`src/rtl/lsu_sram_bridge_if.sv`:
```
// Data SRAM-like bus between the load/store unit and the data memory.
// The bridge is the master: it issues req with the request fields and
// receives the addr_ok / data_ok handshake and the read data.
interface lsu_sram_bridge_if;
  logic        data_sram_req;
  logic        data_sram_wr;
  logic [1:0]  data_sram_size;
  logic [31:0] data_sram_addr;
  logic [31:0] data_sram_wdata;
  logic [3:0]  data_sram_wstrb;
  logic        data_sram_addr_ok;
  logic        data_sram_data_ok;
  logic [31:0] data_sram_rdata;

  modport master (
    output data_sram_req,
    output data_sram_wr,
    output data_sram_size,
    output data_sram_addr,
    output data_sram_wdata,
    output data_sram_wstrb,
    input  data_sram_addr_ok,
    input  data_sram_data_ok,
    input  data_sram_rdata
  );

  modport slave (
    input  data_sram_req,
    input  data_sram_wr,
    input  data_sram_size,
    input  data_sram_addr,
    input  data_sram_wdata,
    input  data_sram_wstrb,
    output data_sram_addr_ok,
    output data_sram_data_ok,
    output data_sram_rdata
  );
endinterface

```
`src/rtl/lsu_sram_bridge.sv`:
```
// MEM-stage load/store unit. Accepts one memory op at a time from the
// pipeline, checks alignment, formats store strobes/data, runs the
// req / addr_ok / data_ok handshake on the data SRAM bus and returns the
// sign/zero-extended load result. The pipeline is stalled via busy until
// the access completes, and a flush abandons (or drains) the access.
module lsu_sram_bridge #(
  parameter logic [31:0] PHYS_MASK = 32'h1FFF_FFFF
) (
  input  logic        clk,
  input  logic        resetn,
  input  logic        req_valid,
  input  logic [7:0]  mem_op,
  input  logic [31:0] addr,
  input  logic [31:0] wdata,
  input  logic        flush,
  output logic        busy,
  output logic        done,
  output logic [31:0] rdata_ext,
  output logic        adel,
  output logic        ades,
  output logic [31:0] badvaddr,
  lsu_sram_bridge_if.master bus
);

  // Memory opcode encodings shared with the EXE stage.
  localparam logic [7:0] EXE_LB_OP  = 8'b1110_0000;
  localparam logic [7:0] EXE_LBU_OP = 8'b1110_0100;
  localparam logic [7:0] EXE_LH_OP  = 8'b1110_0001;
  localparam logic [7:0] EXE_LHU_OP = 8'b1110_0101;
  localparam logic [7:0] EXE_LW_OP  = 8'b1110_0011;
  localparam logic [7:0] EXE_SB_OP  = 8'b1110_1000;
  localparam logic [7:0] EXE_SH_OP  = 8'b1110_1001;
  localparam logic [7:0] EXE_SW_OP  = 8'b1110_1011;

  typedef enum logic [2:0] {
    IDLE  = 3'd0,
    REQ   = 3'd1,
    WAIT  = 3'd2,
    DRAIN = 3'd3,
    DONE  = 3'd4
  } state_t;

  state_t      state;
  state_t      next_state;

  logic [7:0]  op_reg;
  logic [31:0] addr_reg;
  logic [31:0] wdata_reg;
  logic [3:0]  wstrb_reg;
  logic [1:0]  size_reg;
  logic        wr_reg;
  logic        load_reg;

  logic        op_known;
  logic        op_load;
  logic        op_misaligned;
  logic [1:0]  op_size;
  logic [3:0]  op_wstrb;
  logic [31:0] op_wdata;

  logic [7:0]  load_byte;
  logic [15:0] load_half;
  logic [31:0] load_ext;

  logic        accept;
  logic        capture_rdata;
  logic        in_req;

  // Decode the incoming op: legality, alignment, bus size, strobes and
  // lane-replicated store data, so the accept cycle can latch them all.
  always_comb begin
    op_known      = 1'b0;
    op_load       = 1'b0;
    op_misaligned = 1'b0;
    op_size       = 2'd0;
    op_wstrb      = 4'b0000;
    op_wdata      = 32'h0000_0000;
    case (mem_op)
      EXE_LB_OP, EXE_LBU_OP: begin
        op_known = 1'b1;
        op_load  = 1'b1;
        op_size  = 2'd0;
      end
      EXE_LH_OP, EXE_LHU_OP: begin
        op_known      = 1'b1;
        op_load       = 1'b1;
        op_size       = 2'd1;
        op_misaligned = addr[0];
      end
      EXE_LW_OP: begin
        op_known      = 1'b1;
        op_load       = 1'b1;
        op_size       = 2'd2;
        op_misaligned = |addr[1:0];
      end
      EXE_SB_OP: begin
        op_known = 1'b1;
        op_size  = 2'd0;
        op_wstrb = 4'b0001 << addr[1:0];
        op_wdata = {4{wdata[7:0]}};
      end
      EXE_SH_OP: begin
        op_known      = 1'b1;
        op_size       = 2'd1;
        op_misaligned = addr[0];
        op_wstrb      = addr[1] ? 4'b1100 : 4'b0011;
        op_wdata      = {2{wdata[15:0]}};
      end
      EXE_SW_OP: begin
        op_known      = 1'b1;
        op_size       = 2'd2;
        op_misaligned = |addr[1:0];
        op_wstrb      = 4'b1111;
        op_wdata      = wdata;
      end
      default: begin
        op_known = 1'b0;
      end
    endcase
  end

  // Pick the addressed byte/half out of the returned word and extend it
  // according to the latched load op.
  always_comb begin
    load_byte = bus.data_sram_rdata[7:0];
    case (addr_reg[1:0])
      2'd0: load_byte = bus.data_sram_rdata[7:0];
      2'd1: load_byte = bus.data_sram_rdata[15:8];
      2'd2: load_byte = bus.data_sram_rdata[23:16];
      2'd3: load_byte = bus.data_sram_rdata[31:24];
      default: load_byte = bus.data_sram_rdata[7:0];
    endcase
    load_half = addr_reg[1] ? bus.data_sram_rdata[31:16] : bus.data_sram_rdata[15:0];
    load_ext  = bus.data_sram_rdata;
    case (op_reg)
      EXE_LB_OP:  load_ext = {{24{load_byte[7]}}, load_byte};
      EXE_LBU_OP: load_ext = {24'h00_0000, load_byte};
      EXE_LH_OP:  load_ext = {{16{load_half[15]}}, load_half};
      EXE_LHU_OP: load_ext = {16'h0000, load_half};
      default:    load_ext = bus.data_sram_rdata;
    endcase
  end

  // Next state, stall and completion. An access that the bus has already
  // accepted must still see its data_ok, so a flush after addr_ok drains
  // instead of returning straight to IDLE.
  always_comb begin
    next_state    = state;
    accept        = 1'b0;
    capture_rdata = 1'b0;
    busy          = 1'b0;
    done          = 1'b0;
    case (state)
      IDLE: begin
        if (req_valid && !flush) begin
          accept = 1'b1;
          busy   = 1'b1;
          if (!op_known || op_misaligned) next_state = DONE;
          else                            next_state = REQ;
        end
      end
      REQ: begin
        busy = 1'b1;
        if (bus.data_sram_addr_ok) begin
          if (bus.data_sram_data_ok) begin
            if (flush) begin
              next_state = IDLE;
            end else begin
              next_state    = DONE;
              capture_rdata = load_reg;
            end
          end else begin
            next_state = flush ? DRAIN : WAIT;
          end
        end else if (flush) begin
          next_state = IDLE;
        end
      end
      WAIT: begin
        busy = 1'b1;
        if (bus.data_sram_data_ok) begin
          if (flush) begin
            next_state = IDLE;
          end else begin
            next_state    = DONE;
            capture_rdata = load_reg;
          end
        end else if (flush) begin
          next_state = DRAIN;
        end
      end
      DRAIN: begin
        busy = 1'b1;
        if (bus.data_sram_data_ok) next_state = IDLE;
      end
      DONE: begin
        done       = ~flush;
        next_state = IDLE;
      end
      default: begin
        next_state = IDLE;
      end
    endcase
  end

  // State register.
  always_ff @(posedge clk or negedge resetn) begin
    if (!resetn) state <= IDLE;
    else         state <= next_state;
  end

  // Latch the request on accept and the load result on completion; error
  // flags and the result hold until the next accepted request.
  always_ff @(posedge clk or negedge resetn) begin
    if (!resetn) begin
      op_reg    <= 8'h00;
      addr_reg  <= 32'h0000_0000;
      wdata_reg <= 32'h0000_0000;
      wstrb_reg <= 4'b0000;
      size_reg  <= 2'd0;
      wr_reg    <= 1'b0;
      load_reg  <= 1'b0;
      adel      <= 1'b0;
      ades      <= 1'b0;
      badvaddr  <= 32'h0000_0000;
      rdata_ext <= 32'h0000_0000;
    end else begin
      if (accept) begin
        op_reg    <= mem_op;
        addr_reg  <= addr;
        wdata_reg <= op_wdata;
        wstrb_reg <= op_wstrb;
        size_reg  <= op_size;
        wr_reg    <= op_known & ~op_load;
        load_reg  <= op_load;
        if (op_known && op_misaligned) begin
          adel     <= op_load;
          ades     <= ~op_load;
          badvaddr <= addr;
        end else begin
          adel <= 1'b0;
          ades <= 1'b0;
        end
      end
      if (capture_rdata) rdata_ext <= load_ext;
    end
  end

  // Request fields come straight from registers and are only driven while
  // the request is outstanding, keeping the bus quiet otherwise.
  assign in_req              = (state == REQ);
  assign bus.data_sram_req   = in_req;
  assign bus.data_sram_wr    = in_req & wr_reg;
  assign bus.data_sram_size  = in_req ? size_reg : 2'd0;
  assign bus.data_sram_addr  = in_req ? (addr_reg & PHYS_MASK) : 32'h0000_0000;
  assign bus.data_sram_wdata = in_req ? wdata_reg : 32'h0000_0000;
  assign bus.data_sram_wstrb = in_req ? wstrb_reg : 4'b0000;

endmodule

```
`src/flat_wrapper.sv`:
```
// flat-port wrapper written by rule: the top's interface ports become plain ports
module lsu_sram_bridge_flat 
#(
  parameter logic [31:0] PHYS_MASK = 32'h1FFF_FFFF
)
  (clk, resetn, req_valid, mem_op, addr, wdata, flush, busy, done, rdata_ext, adel, ades, badvaddr, bus_data_sram_req, bus_data_sram_wr, bus_data_sram_size, bus_data_sram_addr, bus_data_sram_wdata, bus_data_sram_wstrb, bus_data_sram_addr_ok, bus_data_sram_data_ok, bus_data_sram_rdata);
  lsu_sram_bridge_if bus_i ();
  input  logic clk;
  input  logic resetn;
  input  logic req_valid;
  input  logic [7:0] mem_op;
  input  logic [31:0] addr;
  input  logic [31:0] wdata;
  input  logic flush;
  output logic busy;
  output logic done;
  output logic [31:0] rdata_ext;
  output logic adel;
  output logic ades;
  output logic [31:0] badvaddr;
  output wire logic [$bits(bus_i.data_sram_req)-1:0] bus_data_sram_req;
  output wire logic [$bits(bus_i.data_sram_wr)-1:0] bus_data_sram_wr;
  output wire logic [$bits(bus_i.data_sram_size)-1:0] bus_data_sram_size;
  output wire logic [$bits(bus_i.data_sram_addr)-1:0] bus_data_sram_addr;
  output wire logic [$bits(bus_i.data_sram_wdata)-1:0] bus_data_sram_wdata;
  output wire logic [$bits(bus_i.data_sram_wstrb)-1:0] bus_data_sram_wstrb;
  input wire logic [$bits(bus_i.data_sram_addr_ok)-1:0] bus_data_sram_addr_ok;
  input wire logic [$bits(bus_i.data_sram_data_ok)-1:0] bus_data_sram_data_ok;
  input wire logic [$bits(bus_i.data_sram_rdata)-1:0] bus_data_sram_rdata;
  assign bus_data_sram_req = bus_i.data_sram_req;
  assign bus_data_sram_wr = bus_i.data_sram_wr;
  assign bus_data_sram_size = bus_i.data_sram_size;
  assign bus_data_sram_addr = bus_i.data_sram_addr;
  assign bus_data_sram_wdata = bus_i.data_sram_wdata;
  assign bus_data_sram_wstrb = bus_i.data_sram_wstrb;
  assign bus_i.data_sram_addr_ok = bus_data_sram_addr_ok;
  assign bus_i.data_sram_data_ok = bus_data_sram_data_ok;
  assign bus_i.data_sram_rdata = bus_data_sram_rdata;
  lsu_sram_bridge #(.PHYS_MASK(PHYS_MASK)) u_core (.clk(clk), .resetn(resetn), .req_valid(req_valid), .mem_op(mem_op), .addr(addr), .wdata(wdata), .flush(flush), .busy(busy), .done(done), .rdata_ext(rdata_ext), .adel(adel), .ades(ades), .badvaddr(badvaddr), .bus(bus_i));
endmodule
```
`config.mk`:
```
export PLATFORM = sky130hd
export DESIGN_NAME = lsu_sram_bridge_flat
export DESIGN_NICKNAME = d
export VERILOG_FILES = /design/src/rtl/lsu_sram_bridge_if.sv /design/src/rtl/lsu_sram_bridge.sv /design/src/flat_wrapper.sv
export SDC_FILE = /design/constraint.sdc
export NUM_CORES = 1
export LEC_CHECK = 0
export BUFFER_PORTS_ARGS = -buffer_cell sky130_fd_sc_hd__buf_2
export CAP_MARGIN = 5
export CORE_UTILIZATION = 35
export CTS_BUF_LIST = sky130_fd_sc_hd__clkbuf_4 sky130_fd_sc_hd__clkbuf_8 sky130_fd_sc_hd__clkbuf_16
export DETAILED_ROUTE_END_ITERATION = 8
export PLACE_DENSITY = 0.65
export SYNTH_ARGS = -nofsm -noshare
export SYNTH_HDL_FRONTEND = slang
export SYNTH_SLANG_ARGS = --single-unit
```
`constraint.sdc`:
```
create_clock -name clk -period 5.15 [get_ports clk]
set_input_delay 1.03 -clock clk [delete_from_list [all_inputs] [get_ports clk]]
set_output_delay 1.03 -clock clk [all_outputs]
set_load 0.05 [all_outputs]
```
==> results.rst, run 1 <==
.. list-table::
   :header-rows: 1

   * - Metric
     - Value
   * - Endpoint arrival time on the critical path
     - 2180 ps
   * - Area share of the leading cell type in the synthesized netlist
     - 51.4%
   * - Final TNS setup
     - 0 ps
   * - Post-synthesis sequential element count
     - 146
   * - First-pass GRT wire length
     - 32900 µm
   * - Placeable core area
     - 19700 µm²
   * - Hold buffers post-CTS
     - 0
   * - Status
     - finished, final reports clean
   * - Wirelength per Cell
     - 16.9 µm
   * - Count of standard-cell rows
     - 51
   * - Depth of the CTS H-tree
     - 4
   * - # IOs
     - 250
   * - DIE AREA
     - 20900 µm²
   * - Yosys warns
     - 0
   * - Root buffer cell
     - sky130_fd_sc_hd__clkbuf_16
   * - CTS tree
     - built
   * - Storage element area
     - 3650 µm²
   * - Number of buffers between clock root and the deepest sink
     - 2
   * - Switching share of power
     - 27.8%
   * - Final Critical Period
     - 3210 ps
   * - Worst slew pin tran
     - 1130 ps
   * - Count of cells resized by post-cts repair
     - 0
   * - Type of the setup path with the least slack
     - flip-flop to output pin
   * - Mean instance size in the synthesized netlist
     - 9.50 µm²
   * - Sequential power share
     - 43.4%
   * - Worst Slack Setup Final
     - 1940 ps
   * - # diodes
     - 0
   * - Number of DRC violations after detailed routing
     - 0
   * - Global placement routability congestion
     - 0.849
   * - Unrepaired setup endpoints after global routing
     - false
   * - Count of nets left with antenna violations after detail routing
     - 0
   * - Distinct cell type count of the synthesized netlist
     - 53
   * - Hold violation count in the final report
     - 0
   * - Critical path data required time
     - 4120 ps
   * - Pin count of the biggest net entering global routing
     - 70
   * - Maximum capacitance violations
     - 0
   * - Violation count after the first detailed-routing iteration
     - 321
   * - Critical Path Max Stage Delay
     - 470 ps
   * - Gate count after technology mapping
     - 748
   * - Crit-path cells
     - nand2b_1 > nor2_4 > buf_12 > and2_1 > buf_2
   * - Peak supply drop
     - 0.280 mV
   * - Number of global-route vias before repair
     - 6134
   * - Path type of the worst min-delay path
     - flip-flop to flip-flop
   * - Combinational cell fraction of total power
     - 12.8%
   * - Clock Pin Slew Worst Setup and Hold Paths
     - 70 ps
   * - Worst rel slew slack
     - 23.8%
   * - Number of fill cells
     - 1926
   * - Total via count after detailed routing
     - 6381
   * - Via density per instance
     - 5.11
   * - Die span in x
     - 144 µm
   * - Total routed wirelength
     - 21100 µm
   * - CTS buffer count
     - 17
   * - Final nets
     - 1081
   * - Area of the mapped netlist
     - 7100 µm²
   * - Total track usage
     - 20.6%
   * - Worst setup slack before clock tree synthesis
     - 1870 ps
   * - Critical path capture point type
     - output pin
   * - Syn-to-layout area delta
     - 28.9%
   * - Crit path max-delay family
     - simple AND/OR/NAND/NOR gates
   * - Leakage
     - 4.89 nW
   * - Initial Util
     - 36.1%
   * - CP max stage cell
     - sky130_fd_sc_hd__dfrtp_1
   * - Die H
     - 144 µm
   * - Multi-input gate area
     - 3200 µm²
   * - Number of iterations in the first detailed-routing pass
     - 5
   * - Setup violators final
     - 0
   * - Setup crit start kind
     - flip-flop
   * - Post-synthesis cell type with the largest combined area
     - sky130_fd_sc_hd__dfrtp_1
   * - Net switching power figure
     - 0.000824 W
   * - Achievable frequency
     - 0.312 GHz
   * - Internal power
     - 0.00214 W
   * - Half-perimeter wire length after detailed placement
     - 14700 µm
   * - Clock network latency to the later pin of the worst-skew pair
     - 420 ps
   * - Buffers added on ports
     - 246
   * - Sequential cell area fraction in the yosys report
     - 51.4%
   * - Number of antenna violations at the first check in global routing
     - 3
   * - Crit path buffers/inverters
     - 2
   * - Fraction of layout instances using a drive strength above 1
     - 34.5%
   * - Power density over the cells
     - 323 nW/µm²
   * - GR Overflow Total
     - 0
   * - Post-CTS repair timing setup buffer count
     - 0
   * - Number of slew-limit violations in the final report
     - 0
   * - Clock skew
     - 8.15 ps
   * - Synth area leaders
     - sky130_fd_sc_hd__dfrtp_1, sky130_fd_sc_hd__nand2_1, sky130_fd_sc_hd__mux2_2
   * - Relative contribution of the clock network to total power
     - 43.7%
   * - Final period util
     - 62.2%
   * - Critical path peak fanout
     - 56
   * - TritonCTS Sinks
     - 146
cell usage after synthesis (all sizes together):
cell type / instances
a2111oi: 1
a211oi: 8
a21o: 1
a21oi: 43
a221oi: 16
a22o: 9
a22oi: 14
a2bb2oi: 1
a31oi: 5
a32o: 2
and2: 68
and3: 2
and3b: 1
and4b: 1
buf: 20
clkbuf: 33
conb: 1
dfrtp: 146
inv: 12
mux2: 39
mux2i: 18
nand2: 166
nand2b: 6
nand3: 3
nand4b: 2
nor2: 50
nor2b: 4
nor3: 3
nor4: 2
o2111a: 1
o2111ai: 3
o211ai: 2
o21ai: 48
o22ai: 7
o2bb2ai: 1
o31ai: 2
o32a: 1
o32ai: 2
or2: 2
or4: 1
or4b: 1
metal layers:
layer	GRT usage, %	vias up	wire (µm)
met2	33.1	217	9860
met1	26.4	3121	9300
li1	-	3012	-
met5	0	-	40
met4	5.93	6	304
met3	6.39	25	1620
worst paths after layout:
kind | slack [ps] | depth (start not counted) | from | endpoint
max | 1940 | 5 | u_core.state[1] | bus_data_sram_size[0]
min | 470 | 2 | u_core.addr_reg[24] | u_core.addr_reg[24]
max reg2reg | 2610 | 4 | u_core.state[2] | u_core.wdata_reg[13]
min reg2reg | 470 | 2 | u_core.addr_reg[24] | u_core.addr_reg[24]
max in group asynchronous | 3490 | 2 | resetn | u_core.addr_reg[8]
min in group asynchronous | 570 | 1 | resetn | u_core.rdata_ext[2]
logic make-up after synthesis:
group / Yosys count / share of synthesized area [%]
other: 1 / 0.0528
buffers and inverters: 65 / 4.00
AO/OA/AOI/OAI: 167 / 15.6
multiplexers: 57 / 8.72
AND/OR/NAND/NOR: 312 / 20.2
flip-flops: 146 / 51.4
area by class of cell:
cell class / instances / share of cell area, %
Inverter: 12 / 0.492
Sequential cell: 146 / 39.9
Multi-Input combinational cell: 539 / 34.9
Clock buffer: 18 / 4.73
Clock inverter: 14 / 1.95
Timing Repair Buffer: 255 / 14.4
Tap cell: 265 / 3.62
metrics by stage:
step	total power [W]	cells	util (%)	instance area, µm²	hold WS [ps]
after detailed placement	0.00169	1216	43.4	8520	454
after floorplan	0.00153	750	-	7110	430
after global routing	0.00309	1249	46.6	9160	487
after global placement	0.00168	1216	43.4	8520	450
final	0.00296	1249	46.6	9160	467
after CTS	0.00299	1248	46.5	9140	470
power by group through the flow:
stage	registers [W]	clock network (W)	logic, W
floorplan	0.00132	0	0.000215
global placement	0.00130	0	0.000376
detailed placement	0.00131	0	0.000380
CTS	0.00129	0.00133	0.000382
global route	0.00130	0.00137	0.000420
finish	0.00129	0.00129	0.000379
layout by cell type (no fill, tap or decap), types with 2 or more instances in the layout:
cell	n
sky130_fd_sc_hd__a211oi_1	6
sky130_fd_sc_hd__a21oi_1	43
sky130_fd_sc_hd__a221oi_1	16
sky130_fd_sc_hd__a22o_1	9
sky130_fd_sc_hd__a22oi_1	14
sky130_fd_sc_hd__a31oi_1	5
sky130_fd_sc_hd__a32o_1	2
sky130_fd_sc_hd__and2_1	68
sky130_fd_sc_hd__and3_1	2
sky130_fd_sc_hd__buf_2	245
sky130_fd_sc_hd__buf_4	8
sky130_fd_sc_hd__bufinv_16	3
sky130_fd_sc_hd__clkbuf_16	17
sky130_fd_sc_hd__clkinv_2	2
sky130_fd_sc_hd__clkinv_4	3
sky130_fd_sc_hd__clkinvlp_4	2
sky130_fd_sc_hd__conb_1	3
sky130_fd_sc_hd__dfrtp_1	146
sky130_fd_sc_hd__inv_1	12
sky130_fd_sc_hd__inv_6	3
sky130_fd_sc_hd__mux2_2	39
sky130_fd_sc_hd__mux2i_1	18
sky130_fd_sc_hd__nand2_1	166
sky130_fd_sc_hd__nand2b_1	6
sky130_fd_sc_hd__nand3_1	3
sky130_fd_sc_hd__nand4b_1	2
sky130_fd_sc_hd__nor2_1	48
sky130_fd_sc_hd__nor2_4	2
sky130_fd_sc_hd__nor2b_1	4
sky130_fd_sc_hd__nor3_1	3
sky130_fd_sc_hd__o2111ai_1	2
sky130_fd_sc_hd__o21ai_0	45
sky130_fd_sc_hd__o21ai_1	3
sky130_fd_sc_hd__o22ai_1	6
sky130_fd_sc_hd__o31ai_1	2
sky130_fd_sc_hd__o32ai_1	2
worst reg2reg max path, stage by stage, from the launching register on:
cell                       delay [ps]
sky130_fd_sc_hd__dfrtp_1          500
sky130_fd_sc_hd__or4_2           1050
sky130_fd_sc_hd__buf_4            440
sky130_fd_sc_hd__a221oi_1         370
sky130_fd_sc_hd__nor2_1            70
No activity file was read; power rests on OpenSTA's default activity.
==> inputs of run 2 (changes only) <==
--- a/config.mk
+++ b/config.mk
@@ -5,12 +5,13 @@
 export SDC_FILE = /design/constraint.sdc
 export NUM_CORES = 1
 export LEC_CHECK = 0
+export ABC_AREA = 1
 export BUFFER_PORTS_ARGS = -buffer_cell sky130_fd_sc_hd__buf_2
 export CAP_MARGIN = 5
 export CORE_UTILIZATION = 35
 export CTS_BUF_LIST = sky130_fd_sc_hd__clkbuf_4 sky130_fd_sc_hd__clkbuf_8 sky130_fd_sc_hd__clkbuf_16
 export DETAILED_ROUTE_END_ITERATION = 8
-export PLACE_DENSITY = 0.65
+export PLACE_DENSITY = 0.67
 export SYNTH_ARGS = -nofsm -noshare
 export SYNTH_HDL_FRONTEND = slang
 export SYNTH_SLANG_ARGS = --single-unit
==> constraint.sdc (replaced) <==
create_clock -name clk -period 2.58 [get_ports clk]
set_input_delay 0.516 -clock clk [delete_from_list [all_inputs] [get_ports clk]]
set_output_delay 0.516 -clock clk [all_outputs]
set_load 0.05 [all_outputs]
==> run 2 against run 1 <==
Final area is 3.5% higher. Hold slack worse by 140 ps. Setup slack worse by 1900 ps. First-iteration DRC count is 40% higher. Power is 130% higher. Sequential share of layout area is 1.4 points lower. Largest cell class unchanged.
==> results.rst, run 2 <==
.. list-table::
   :header-rows: 1

   * - Metric
     - Value
   * - Status
     - finished, final reports clean (unchanged)
   * - Critical path capture point type
     - output pin (unchanged)
   * - Power density over the cells
     - 726 nW/µm² (was 323 nW/µm²)
   * - Via density per instance
     - 4.87 (was 5.11)
   * - Clock Pin Slew Worst Setup and Hold Paths
     - 60 ps (was 70 ps)
   * - Setup violators final
     - 0 (unchanged)
   * - CTS tree
     - built (unchanged)
   * - Clock network latency to the later pin of the worst-skew pair
     - 420 ps (about the same)
   * - Final period util
     - 97.3%
   * - Number of global-route vias before repair
     - 7123 (was 6134)
   * - Die H
     - 147 µm (was 144 µm)
   * - Syn-to-layout area delta
     - 28.6% (was 28.9%)
   * - Worst slew pin tran
     - 649 ps (was 1130 ps)
   * - TritonCTS Sinks
     - 146 (unchanged)
   * - Sequential cell area fraction in the yosys report
     - 49.6% (was 51.4%)
   * - Setup crit start kind
     - flip-flop (unchanged)
   * - # IOs
     - 250 (unchanged)
   * - Post-CTS repair timing setup buffer count
     - 0 (unchanged)
   * - Fraction of layout instances using a drive strength above 1
     - 25.9% (was 34.5%)
   * - Fraction of synthesis flops using an asynchronous set or reset pin
     - 100% (unchanged)
   * - Buffers added on ports
     - 246 (unchanged)
   * - Final Critical Period
     - 2510 ps
   * - Number of iterations in the first detailed-routing pass
     - 5 (unchanged)
   * - Violation count after the first detailed-routing iteration
     - 450 (was 321)
   * - DIE AREA
     - 21600 µm² (was 20900 µm²)
   * - Unrepaired setup endpoints after global routing
     - false (unchanged)
   * - Total non-filler cell area in the finished layout
     - 9480 µm² (was 9160 µm²)
   * - Pin count of the biggest net entering global routing
     - 78 (was 70)
   * - Start point of the worst min-delay path
     - addr[23] (was u_core.addr_reg[24])
   * - Total routed wirelength
     - 22300 µm (was 21100 µm)
   * - Half-perimeter wire length after detailed placement
     - 16100 µm (was 14700 µm)
   * - Depth of the CTS H-tree
     - 4 (unchanged)
   * - Hold violation count in the final report
     - 0 (unchanged)
   * - First-pass GRT wire length
     - 35800 µm (was 32900 µm)
   * - Synth area leaders
     - sky130_fd_sc_hd__dfrtp_1, sky130_fd_sc_hd__nand2_1, sky130_fd_sc_hd__o21ai_0 (was sky130_fd_sc_hd__dfrtp_1, sky130_fd_sc_hd__nand2_1, sky130_fd_sc_hd__mux2_2)
   * - Distinct cell type count of the synthesized netlist
     - 30 (was 53)
   * - Launching element of the worst setup path
     - u_core.state[2] (was u_core.state[1])
   * - Initial Util
     - 36.1% (about the same)
   * - Mean instance size in the synthesized netlist
     - 7.45 µm² (was 9.50 µm²)
   * - Path type of the worst min-delay path
     - primary input to flip-flop (was flip-flop to flip-flop)
   * - Root buffer cell
     - sky130_fd_sc_hd__clkbuf_16 (unchanged)
   * - Worst hold path depth
     - 3 (was 2)
   * - Most frequent cells in the layout
     - sky130_fd_sc_hd__buf_2, sky130_fd_sc_hd__nand2_1, sky130_fd_sc_hd__dfrtp_1 (unchanged)
   * - Total track usage
     - 20.9% (was 20.6%)
   * - Type of the setup path with the least slack
     - flip-flop to output pin (unchanged)
   * - Gate count after technology mapping
     - 989 (was 748)
   * - Leading cell type in the layout, fill and taps excluded
     - sky130_fd_sc_hd__buf_2 (unchanged)
   * - Global placement routability congestion
     - 0.918 (was 0.849)
   * - Post-synthesis sequential element count
     - 146 (unchanged)
   * - Count of standard-cell rows
     - 52 (was 51)
   * - GR Overflow Total
     - 0 (unchanged)
   * - Number of cell instances on the worst register-to-register path
     - 7 (was 4)
   * - Area share of the leading cell type in the synthesized netlist
     - 49.6% (was 51.4%)
   * - Critical path data required time
     - 2060 ps (was 4120 ps)
   * - Dpl cell area
     - 8890 µm² (was 8520 µm²)
   * - Wirelength per Cell
     - 14.8 µm (was 16.9 µm)
   * - Number of slew-limit violations in the final report
     - 0 (unchanged)
   * - Endpoint arrival time on the critical path
     - 2000 ps (was 2180 ps)
   * - Count of flip-flops with a built-in enable after synthesis
     - 0 (unchanged)
   * - CTS buffer count
     - 17 (unchanged)
   * - Achievable frequency
     - 0.398 GHz
   * - Leakage
     - 5.10 nW (was 4.89 nW)
   * - Clock skew
     - 8.98 ps (was 8.15 ps)
   * - Number of buffers between clock root and the deepest sink
     - 2 (unchanged)
   * - Worst rel slew slack
     - 56.6% (was 23.8%)
   * - Post-synthesis cell type with the largest combined area
     - sky130_fd_sc_hd__dfrtp_1 (unchanged)
   * - Reg-to-reg slack, setup
     - 750 ps (was 2610 ps)
   * - Worst hold slack across all endpoints
     - 324 ps (was 467 ps)
   * - Placeable core area
     - 20400 µm² (was 19700 µm²)
   * - Number of antenna violations at the first check in global routing
     - 1 (was 3)
   * - Count of nets left with antenna violations after detail routing
     - 0 (unchanged)
   * - Yosys warns
     - 0 (unchanged)
   * - Peak supply drop
     - 0.394 mV (was 0.280 mV)
   * - Cells after DPL
     - 1472 (was 1216)
   * - Die span in x
     - 147 µm (was 144 µm)
   * - Final nets
     - 1332 (was 1081)
   * - Final TNS setup
     - 0 ps (unchanged)
   * - Critical path peak fanout
     - 60 (was 56)
   * - Total via count after detailed routing
     - 7333 (was 6381)
   * - Maximum capacitance violations
     - 0 (unchanged)
   * - Area of the mapped netlist
     - 7370 µm² (was 7100 µm²)
   * - Reg-to-reg startpoint
     - u_core.state[0] (was u_core.state[2])
   * - Top_reg_cell synth
     - sky130_fd_sc_hd__dfrtp_1 (unchanged)
   * - Leading cell types by count after synthesis
     - sky130_fd_sc_hd__nand2_1, sky130_fd_sc_hd__dfrtp_1, sky130_fd_sc_hd__inv_1 (was sky130_fd_sc_hd__nand2_1, sky130_fd_sc_hd__dfrtp_1, sky130_fd_sc_hd__and2_1)
   * - Cell with the most instances after synthesis
     - sky130_fd_sc_hd__nand2_1 (unchanged)
   * - Number of DRC violations after detailed routing
     - 0 (unchanged)
   * - Non-filler instance count after layout
     - 1505 (was 1249)
run 2: changes by cell type after synthesis, sizes merged, moves of 39 or more:
| cell | previous run | this run |
|---|---|---|
| nor2 | 50 | 119 |
| nand2 | 166 | 236 |
| o21ai | 48 | 122 |
| inv | 12 | 131 |
| mux2 | 39 | 0 |
| and2 | 68 | 0 |
| nand3 | 3 | 56 |
run 2: layout make-up:
cell class	instances	area (µm²)
flip-flops and latches	146	3650
repair buffers	270	1490
multi-input cells	655	2930
clock buffers	19	440
diodes	1	2.50
well taps	270	338
fillers	2095	10900
inverters	132	495
clock inverters	12	135
run 2: logic make-up after synthesis:
kind of cell           synth area share, %
AO/OA/AOI/OAI                         15.7
other                               0.0509
AND/OR/NAND/NOR                       23.8
buffers and inverters                 10.8
flip-flops                            49.6
run 2: worst paths after layout:
| check | to |
|---|---|
| worst max-delay path | bus_data_sram_addr[7] |
| worst min-delay path | u_core.addr_reg[23] |
| worst max register to register | u_core.badvaddr[0] |
| worst min register to register | u_core.badvaddr[17] |
| max in group asynchronous | u_core.wstrb_reg[2] |
| min in group asynchronous | u_core.rdata_ext[27] |
run 2: routing by layer:
layer  vias to the layer above  track usage [%]  routed length (µm)
li1                       3618                -                   -
met1                      3352             28.1                9800
met2                       334             33.4               10200
met3                        29             4.19                1790
met4                         0             7.32                 418
met5                         -                0                   0
run 2: power breakdown:
group	internal, W	switching [W]
clock	0.00145	0.000997
combinational	0.000469	0.00118
sequential	0.00264	0.000150
total	0.00456	0.00233
run 2: repair_timing:
item,4_1_cts,5_1_grt
endpoints found under the hold margin,5,0
setup endpoints to repair,0,2
resized for setup,0,2
hold buffers,1,0
run 2: critical path: stages, from the launching register on:
cell                      delay [ps]
sky130_fd_sc_hd__dfrtp_1         460
sky130_fd_sc_hd__inv_2           120
sky130_fd_sc_hd__nand3_2         200
sky130_fd_sc_hd__buf_12          260
sky130_fd_sc_hd__nor2_1          200
sky130_fd_sc_hd__buf_2           290
run 2: stage by stage:
| step | power (W) | setup WS [ps] | utilization (%) |
|---|---|---|---|
| after floorplan | 0.00395 | 380 | - |
| after global placement | 0.00444 | 489 | 43.5 |
| after detailed placement | 0.00448 | 443 | 43.5 |
| after CTS | 0.00694 | 96.7 | 46.4 |
| after global routing | 0.00728 | 1.32 | 46.4 |
| final | 0.00689 | 68.7 | 46.4 |
